File: config.mk
export PLATFORM = sky130hd
export DESIGN_NAME = iram_loader
export DESIGN_NICKNAME = d
export VERILOG_FILES = /design/src/rtl/loader_pkg.sv /design/src/rtl/rx_timeout.sv /design/src/rtl/iram_loader.sv
export SDC_FILE = /design/constraint.sdc
export NUM_CORES = 1
export LEC_CHECK = 0
export BUFFER_PORTS_ARGS = -buffer_cell sky130_fd_sc_hd__clkbuf_2
export CAP_MARGIN = 10
export CORE_UTILIZATION = 40
export DETAILED_ROUTE_END_ITERATION = 10
export MAX_ROUTING_LAYER = met4
export SLEW_MARGIN = 20
export SYNTH_ARGS = -nofsm -noshare
export SYNTH_HDL_FRONTEND = slang
export SYNTH_SLANG_ARGS = --single-unit
File: constraint.sdc
create_clock -name clk -period 3.3 [get_ports clk]
set_input_delay 0.33 -clock clk [delete_from_list [all_inputs] [get_ports clk]]
set_output_delay 0.33 -clock clk [all_outputs]
set_load 0.005 [all_outputs]
File: src/rtl/loader_pkg.sv
// Shared definitions for the UART-to-IRAM boot loader: FSM encoding and frame constants.
package loader_pkg;

  typedef enum logic [2:0] {
    StIdle,
    StLen,
    StDataHi,
    StDataLo,
    StCsum
  } state_e;

  localparam logic [7:0] HEADER_BYTE = 8'hA5;

endpackage

File: src/rtl/rx_timeout.sv
// Inter-byte watchdog: counts enabled cycles without a kick and flags expiry once the
// count reaches TIMEOUT_CYCLES.
module rx_timeout #(
  parameter int unsigned TIMEOUT_CYCLES = 1000000
) (
  input  logic clk,
  input  logic reset,
  input  logic en,
  input  logic kick,
  output logic expired
);

  localparam int unsigned CntW = $clog2(TIMEOUT_CYCLES + 1);
  localparam logic [CntW-1:0] Limit = CntW'(TIMEOUT_CYCLES);

  logic [CntW-1:0] cnt_q, cnt_d;

  // Expiry ignores kick so a byte landing on the expiry cycle cannot rescue the frame.
  assign expired = en && (cnt_q == Limit);

  always_comb begin
    cnt_d = cnt_q;
    if (!en || kick || expired) begin
      cnt_d = '0;
    end else begin
      cnt_d = cnt_q + CntW'(1);
    end
  end

  always_ff @(posedge clk or posedge reset) begin
    if (reset) begin
      cnt_q <= '0;
    end else begin
      cnt_q <= cnt_d;
    end
  end

endmodule

File: src/rtl/iram_loader.sv
// Receives a framed program image byte-by-byte from the UART and writes it into
// instruction RAM, holding the CPU while a frame is in flight.
module iram_loader
  import loader_pkg::*;
#(
  parameter int unsigned WIDTH          = 16,
  parameter int unsigned IRAM_ADDR_BITS = 8,
  parameter int unsigned TIMEOUT_CYCLES = 1000000
) (
  input  logic                      clk,
  input  logic                      reset,
  input  logic [7:0]                rx_data,
  input  logic                      rx_valid,
  output logic [IRAM_ADDR_BITS-1:0] iram_wa,
  output logic                      iram_wen,
  output logic [WIDTH-1:0]          iram_din,
  output logic                      cpu_hold,
  output logic                      done,
  output logic                      err
);

  state_e                    state_q, state_d;
  logic [7:0]                len_q, len_d;
  logic [7:0]                idx_q, idx_d;
  logic [IRAM_ADDR_BITS-1:0] addr_q, addr_d;
  logic [7:0]                hi_q, hi_d;
  logic [7:0]                csum_q, csum_d;
  logic                      wen_q, wen_d;
  logic [IRAM_ADDR_BITS-1:0] wa_q, wa_d;
  logic [WIDTH-1:0]          din_q, din_d;
  logic                      done_q, done_d;
  logic                      err_q, err_d;
  logic                      timeout;

  rx_timeout #(
    .TIMEOUT_CYCLES(TIMEOUT_CYCLES)
  ) u_timeout (
    .clk    (clk),
    .reset  (reset),
    .en     (state_q != StIdle),
    .kick   (rx_valid),
    .expired(timeout)
  );

  always_comb begin
    state_d = state_q;
    len_d   = len_q;
    idx_d   = idx_q;
    addr_d  = addr_q;
    hi_d    = hi_q;
    csum_d  = csum_q;
    wen_d   = 1'b0;
    wa_d    = wa_q;
    din_d   = din_q;
    done_d  = 1'b0;
    err_d   = err_q;

    if (timeout) begin
      state_d = StIdle;
      err_d   = 1'b1;
    end else if (rx_valid) begin
      unique case (state_q)
        StIdle: begin
          if (rx_data == HEADER_BYTE) begin
            state_d = StLen;
            err_d   = 1'b0;
            idx_d   = '0;
            addr_d  = '0;
            csum_d  = '0;
          end
        end
        StLen: begin
          len_d   = rx_data;
          state_d = StDataHi;
        end
        StDataHi: begin
          hi_d    = rx_data;
          csum_d  = csum_q ^ rx_data;
          state_d = StDataLo;
        end
        StDataLo: begin
          csum_d = csum_q ^ rx_data;
          wen_d  = 1'b1;
          wa_d   = addr_q;
          din_d  = WIDTH'({hi_q, rx_data});
          addr_d = addr_q + IRAM_ADDR_BITS'(1);
          idx_d  = idx_q + 8'd1;
          // 8-bit wrap makes a length byte of 0 terminate after word 256.
          state_d = (idx_q == len_q - 8'd1) ? StCsum : StDataHi;
        end
        StCsum: begin
          if (rx_data == csum_q) begin
            done_d = 1'b1;
          end else begin
            err_d = 1'b1;
          end
          state_d = StIdle;
        end
        default: state_d = StIdle;
      endcase
    end
  end

  always_ff @(posedge clk or posedge reset) begin
    if (reset) begin
      state_q <= StIdle;
      len_q   <= '0;
      idx_q   <= '0;
      addr_q  <= '0;
      hi_q    <= '0;
      csum_q  <= '0;
      wen_q   <= 1'b0;
      wa_q    <= '0;
      din_q   <= '0;
      done_q  <= 1'b0;
      err_q   <= 1'b0;
    end else begin
      state_q <= state_d;
      len_q   <= len_d;
      idx_q   <= idx_d;
      addr_q  <= addr_d;
      hi_q    <= hi_d;
      csum_q  <= csum_d;
      wen_q   <= wen_d;
      wa_q    <= wa_d;
      din_q   <= din_d;
      done_q  <= done_d;
      err_q   <= err_d;
    end
  end

  assign iram_wa  = wa_q;
  assign iram_wen = wen_q;
  assign iram_din = din_q;
  assign cpu_hold = (state_q != StIdle);
  assign done     = done_q;
  assign err      = err_q;

endmodule

# [Word-level counts from Yosys, hierarchy flattened]
# Index checks and enable logic that the tools add are counted.
# Widths: inputs -> output; s select.
[totals] reg_bits=90 output_inout_bits=28 elab_cells=69
[classes] addsub=4 eq_ne=11 mux=22 n_bitwise=2 n_reduce_logical=18
[op_table] op="$pmux 8 s2" n=3
[op_table] op="$add 20x1->20 const B" n=1
[op_table] op="$eq 20x20->1 const B" n=1
[op_table] op="$mux 20" n=1
[op_table] op="$add 8x1->8 const B" n=2
[op_table] op="$eq 8x8->1" n=2
[op_table] op="$mux 3" n=4
[op_table] op="$pmux 3 s4" n=1
[op_table] op="$reduce_and 4->1" n=3
[op_table] op="$mux 1" n=11
[op_table] op="$reduce_and 3->1" n=3
[op_table] op="$eq 8x8->1 const B" n=1
[op_table] op="$mux 8" n=1
[op_table] op="$sub 8x1->8 const B" n=1
[op_table] op="$xor 8x8->8" n=1
[op_table] op="$eq 3x2->1 const B" n=2
[op_table] op="$ne 3x2->1 const B" n=2
[op_table] op="$reduce_bool 2->1" n=3
[op_table] op="$reduce_bool 3->1" n=2
[op_table] op="$eq 3x1->1 const B" n=1
[op_table] op="$eq 3x3->1 const B" n=1
[op_table] op="$logic_not 3->1" n=1
[op_table] op="$logic_or 1x1->1" n=2
[op_table] op="$ne 2x2->1 const B" n=1
[op_table] op="6 further kinds" n=6

# [Depth between registers and ports, before layout]
[logic_depth] depth_word=6 ltp_mapped=9

# [Hierarchy]
# Synthesis repeated with hierarchy kept, for this count alone.
[unflattened] cells_unflattened=458 area_unflattened_um2=4362.9
[by_module_without_submodules] module="iram_loader" n_inst=1 cells_each=343 area_each_um2=3323.2 seq_area_each_um2=1751.7
[by_module_without_submodules] module="rx_timeout" n_inst=1 cells_each=115 area_each_um2=1039.7 seq_area_each_um2=500.5

# [Least setup slack after synthesis]
# No wires, ideal clock.
[synth_path] kind="register to register" start="register u_timeout.cnt_q[0]" end="register hi_q[0]" setup_ns=0.125 arrival_time_ns=2.075 required_ns=3.175 setup_slack_ns=1.100 path_stages_with_launch=9 synth_period_minus_slack_ns=2.200 path_cell_list="dfrtp_1 inv_1 ha_1 and4b_1 nand4_1 o211ai_1 or2_1 buf_4 mux2_2"
[synth_via] elab_chain_len=4
[synth_lines] element="start, declared" line_no="rx_timeout.sv:16" rtl="logic [CntW-1:0] cnt_q, cnt_d;"
[synth_lines] element="start signal, assigned" line_no="rx_timeout.sv:34" rtl="cnt_q <= cnt_d;"
[synth_lines] element="$eq 20x20->1" line_no="rx_timeout.sv:19" rtl="assign expired = en && (cnt_q == Limit);"
[synth_lines] element="$logic_and 1x1->1" line_no="rx_timeout.sv:19"
[synth_lines] element="$not 1->1 (no line)"
[synth_lines] element="$reduce_and 3->1 (no line)"
[synth_lines] element="end signal, assigned" line_no="iram_loader.sv:122" rtl="hi_q <= hi_d;"
[synth_lines] element="end, declared" line_no="iram_loader.sv:26" rtl="logic [7:0] hi_q, hi_d;"
# Every way passes these cells.
# A chain may end at the register's enable or synchronous reset.

# [Worst setup path after layout]
[layout_path] start="register u_timeout.cnt_q[0]" end="register u_timeout.cnt_q[16]"
[layout_via] elab_chain_len=4 word_cells_on_any_way=5 classes_between="add/sub: 1; eq/ne: 1; mux: 1; reduce/logical: 2"
[layout_lines] element="branches (longest 3 deep; another with $add 20x1->20)"
[layout_lines] element="$mux 20 *" line_no="rx_timeout.sv:23" rtl="if (!en || kick || expired) begin"
[layout_lines] element="via u_timeout.cnt_d[16]" line_no="rx_timeout.sv:16"
# Mark *: on every way through the listed nets, which the timed path passes.

==> qor.tcl <==
set qor(ctsHoldBuffers) 0
set qor(core_region_area_mm2) 0.01046
set qor(warnings_synthesis) 0
set qor(die_boundary_width_um) 106.5
set qor(synth-edff-count) 0
set qor(synth-seq-cells) 90
set qor(dr_top_layer) {met4}
set qor(syn-instance-count) 395
set qor(timing.setup.critical_path_class) {register to register}
set qor(drt_drc_violations_left) 0
set qor(rsz0062_at_grt) {false}
set qor(start_util_pct) 41.76
set qor(critical_path_arrival_ns) 2.74
set qor(cts_setup_buffers) 0
set qor(fin_nets) 455
set qor(totalNegativeSetupSlack_ns) 0
set qor(met3WireLength_um) 243
set qor(insertedDiodeCount) 0
set qor(cts_made_buffers) 9
set qor(insertion_delay_ns) 0.36
set qor(port_buffers) 38
set qor(max_slew_violation_total_from_the_final_report) 0
set qor(wl_met2_mm) 4.034
set qor(power_density_mw_per_mm2) 660.3
set qor(ios) 39
set qor(crit_buf_inv) 1
set qor(cts_repair_resize_count) 0
set qor(type_of_origin_of_the_critical_path) {register}
set qor(ys_seq_area_share_pct) 51.55
set qor(relSlewSlack_pct) 43.15
set qor(area_growth_pct) 12.83
set qor(ys.flop_type) {dfrtp_1}
set qor(endpoint_class_of_the_critical_path) {register}
set qor(hold_path.class) {input pin to asynchronous set/reset pin}
set qor(cpPeakStageDelay_ns) 0.53
set qor(status) {finished, final reports clean}
set qor(final_antenna_net_count) 0
set qor(drive_above_1_share_pct) 24.10
set qor(die_y_um) 106.5
set qor(grt_util_all_layers_pct) 17.61
set qor(timing.hold.ws_ns) 0.09261
set qor(path_clk_slew_ns) 0.09
set qor(slew_at_the_pin_with_the_worst_max_slew_slack_ns) 0.8518
set qor(drt_pass1_iterations) 4
set qor(critical_path_peak_fanout) 19
set qor(total_setup_violations_reported_at_the_end_of_the_flow) 0
set qor(dpl.hpwl_mm) 6.039
set qor(fillCellCount) 996
set qor(max_cap_violations) 0
set qor(grt_start_max_net_pins) 51
set qor(critical-path-slowest-cell) {nand2_1}
set qor(routedWlPerCell_um) 14.96
set qor(number_of_global_route_vias_before_repair) 3018
set qor(layout_worst_path_cycle_share_pct) 74.71
set qor(ir_drop_mv) 0.2760
set qor(cts-htree-levels) 3
set qor(cts.path.max_buffers) 2
set qor(antenna_found_initial) 0
set qor(critical_path_required_ns) 3.58
set qor(final.setup_skew_ns) 0.01164
set qor(mapped_nets) 411
set qor(timing.fmax_mhz) 405.6
set qor(place_congestion) 0.8096
set qor(netlist_area_mm2) 0.004369
set qor(global_route_wire_length_before_repair_mm) 15.12
set qor(ys_async_sr_fraction_pct) 100.0
set qor(rows) 37
set qor(drt_iter0_drc) 130
set qor(clock_tree.root_cell) {clkbuf_8}
set qor(wl_mm) 8.678
set qor(cts_tree) {done}
set qor(route.vias.total) 3053
set qor(leakage_nw) 2.123
set qor(postSynthAreaPerCell_um2) 11.06
set qor(crit_path_cell_trace) {inv_1 -> ha_1 -> and4b_1 -> and4_1 -> a21oi_1 -> nand2_1 -> nor2_1}
set qor(clock_sink_count) 90
set qor(crit_family) {simple AND/OR/NAND/NOR gates}
set qor(timing_hold_violations_final) 0
set qor(post_drt_via_cell_ratio) 5.264
set qor(floorplan.die_area_mm2) 0.01135
set qor(routedLengthMet1_mm) 4.262
set qor(fin_crit_ns) 2.466
set qor(synth.distinct_cells) 50
set qor(overflow) 0
[path summary, 6_finish.rpt]
check / slack [ns] / depth (start not counted) / endpoint / from
min in group clk: 0.31 / 3 / csum_q[7] / rx_data[7]
hold reg to reg: 0.50 / 1 / csum_q[3] / csum_q[3]
max in group asynchronous: 2.51 / 3 / csum_q[4] / reset
hold / removal: 0.09 / 2 / iram_wa[6] / reset
setup reg to reg: 0.83 / 7 / u_timeout.cnt_q[16] / u_timeout.cnt_q[0]
setup / recovery: 0.83 / 7 / u_timeout.cnt_q[16] / u_timeout.cnt_q[0]
[metal layers]
layer | GRT usage [%] | up-vias
li1 | - | 1509
met1 | 23.87 | 1497
met2 | 25.93 | 35
met3 | 3.495 | 12
met4 | 7.143 | 0
met5 | - | -
[sequential cells by signal (all words and copies together) (netlist names)]
register / cells
addr_q: 8
csum_q: 8
done: 1
err: 1
hi_q: 8
idx_q: 8
iram_din: 16
iram_wa: 8
iram_wen: 1
len_q: 8
state_q: 3
u_timeout.cnt_q: 20
[synthesized netlist by cell type, drive strengths merged, types with 4 or more instances]
cell type | count | area [um2]
a2111oi | 6 | 52.55
a21o | 5 | 37.54
a21oi | 14 | 73.82
and3 | 4 | 25.02
buf | 7 | 40.03
dfrtp | 90 | 2252
ha | 5 | 62.56
inv | 14 | 52.55
mux2 | 40 | 450.4
nand2 | 21 | 78.83
nand2b | 11 | 68.82
nand3 | 20 | 105.1
nand4 | 8 | 50.05
nor2 | 29 | 108.9
nor3 | 8 | 45.04
nor4 | 9 | 62.56
o21ai | 23 | 115.1
o31ai | 7 | 66.31
or3 | 7 | 43.79
xnor2 | 28 | 245.2
xor2 | 9 | 78.83
[area by class of cell]
cell class	count	area (um2)	share of cell area [%]
Clock buffer	11	141.4	2.868
Clock inverter	5	62.56	1.269
Inverter	14	53.80	1.091
Multi-Input combinational cell	282	2017	40.91
Sequential cell	90	2252	45.69
Tap cell	136	170.2	3.452
Timing Repair Buffer	42	232.7	4.721
[where the power goes]
part | internal (mW) | leakage (nW) | switching [mW] | total [mW]
Sequential | 1.37 | 1.19 | 0.225 | 1.59
Clock | 0.375 | 0.0962 | 0.402 | 0.777
Combinational | 0.471 | 0.836 | 0.412 | 0.883
Total | 2.22 | 2.12 | 1.04 | 3.26
[worst register-to-register path: stages (launching register included)]
cell and delay (ns):
dfrtp_1 0.43, inv_1 0.07, ha_1 0.19, and4b_1 0.20, and4_1 0.27, a21oi_1 0.45, nand2_1 0.53, nor2_1 0.24
[cells in the final DEF (no fill, tap or decap), types with 11 or more instances in the layout]
master	synthesis	layout
a21oi_1	13	13
xnor2_1	28	28
nor2_1	29	29
o21ai_0	23	23
mux2_2	40	40
nand2b_1	11	11
nand3_1	19	19
dfrtp_1	90	90
nand2_1	21	21
clkbuf_2	0	38
inv_1	14	13
[cell families after synthesis]
kind of cell               after synthesis  share of synthesized area, %
and+or+nand+nor                        133                         16.50
DFF                                     90                         51.55
AOI/OAI and AO/OA                       67                         10.51
muxes                                   40                         10.31
xor gates and xnor gates                37                         7.417
buffers and inverters                   23                         2.291
adders and majority gates                5                         1.432
[stage by stage]
step | utilization [%] | total power, mW | cell area (um2) | setup WS [ns] | cells
global placement | 45.17 | 2.480 | 4726 | 0.8105 | 564
CTS | 47.12 | 3.296 | 4930 | 0.8066 | 580
floorplan | - | 2.225 | 4369 | 0.6347 | 395
global route | 47.12 | 3.477 | 4930 | 0.5675 | 580
detailed placement | 45.17 | 2.510 | 4726 | 0.7865 | 564
finish | 47.12 | 3.255 | 4930 | 0.8344 | 580
No activity file was read; power rests on OpenSTA's default activity.
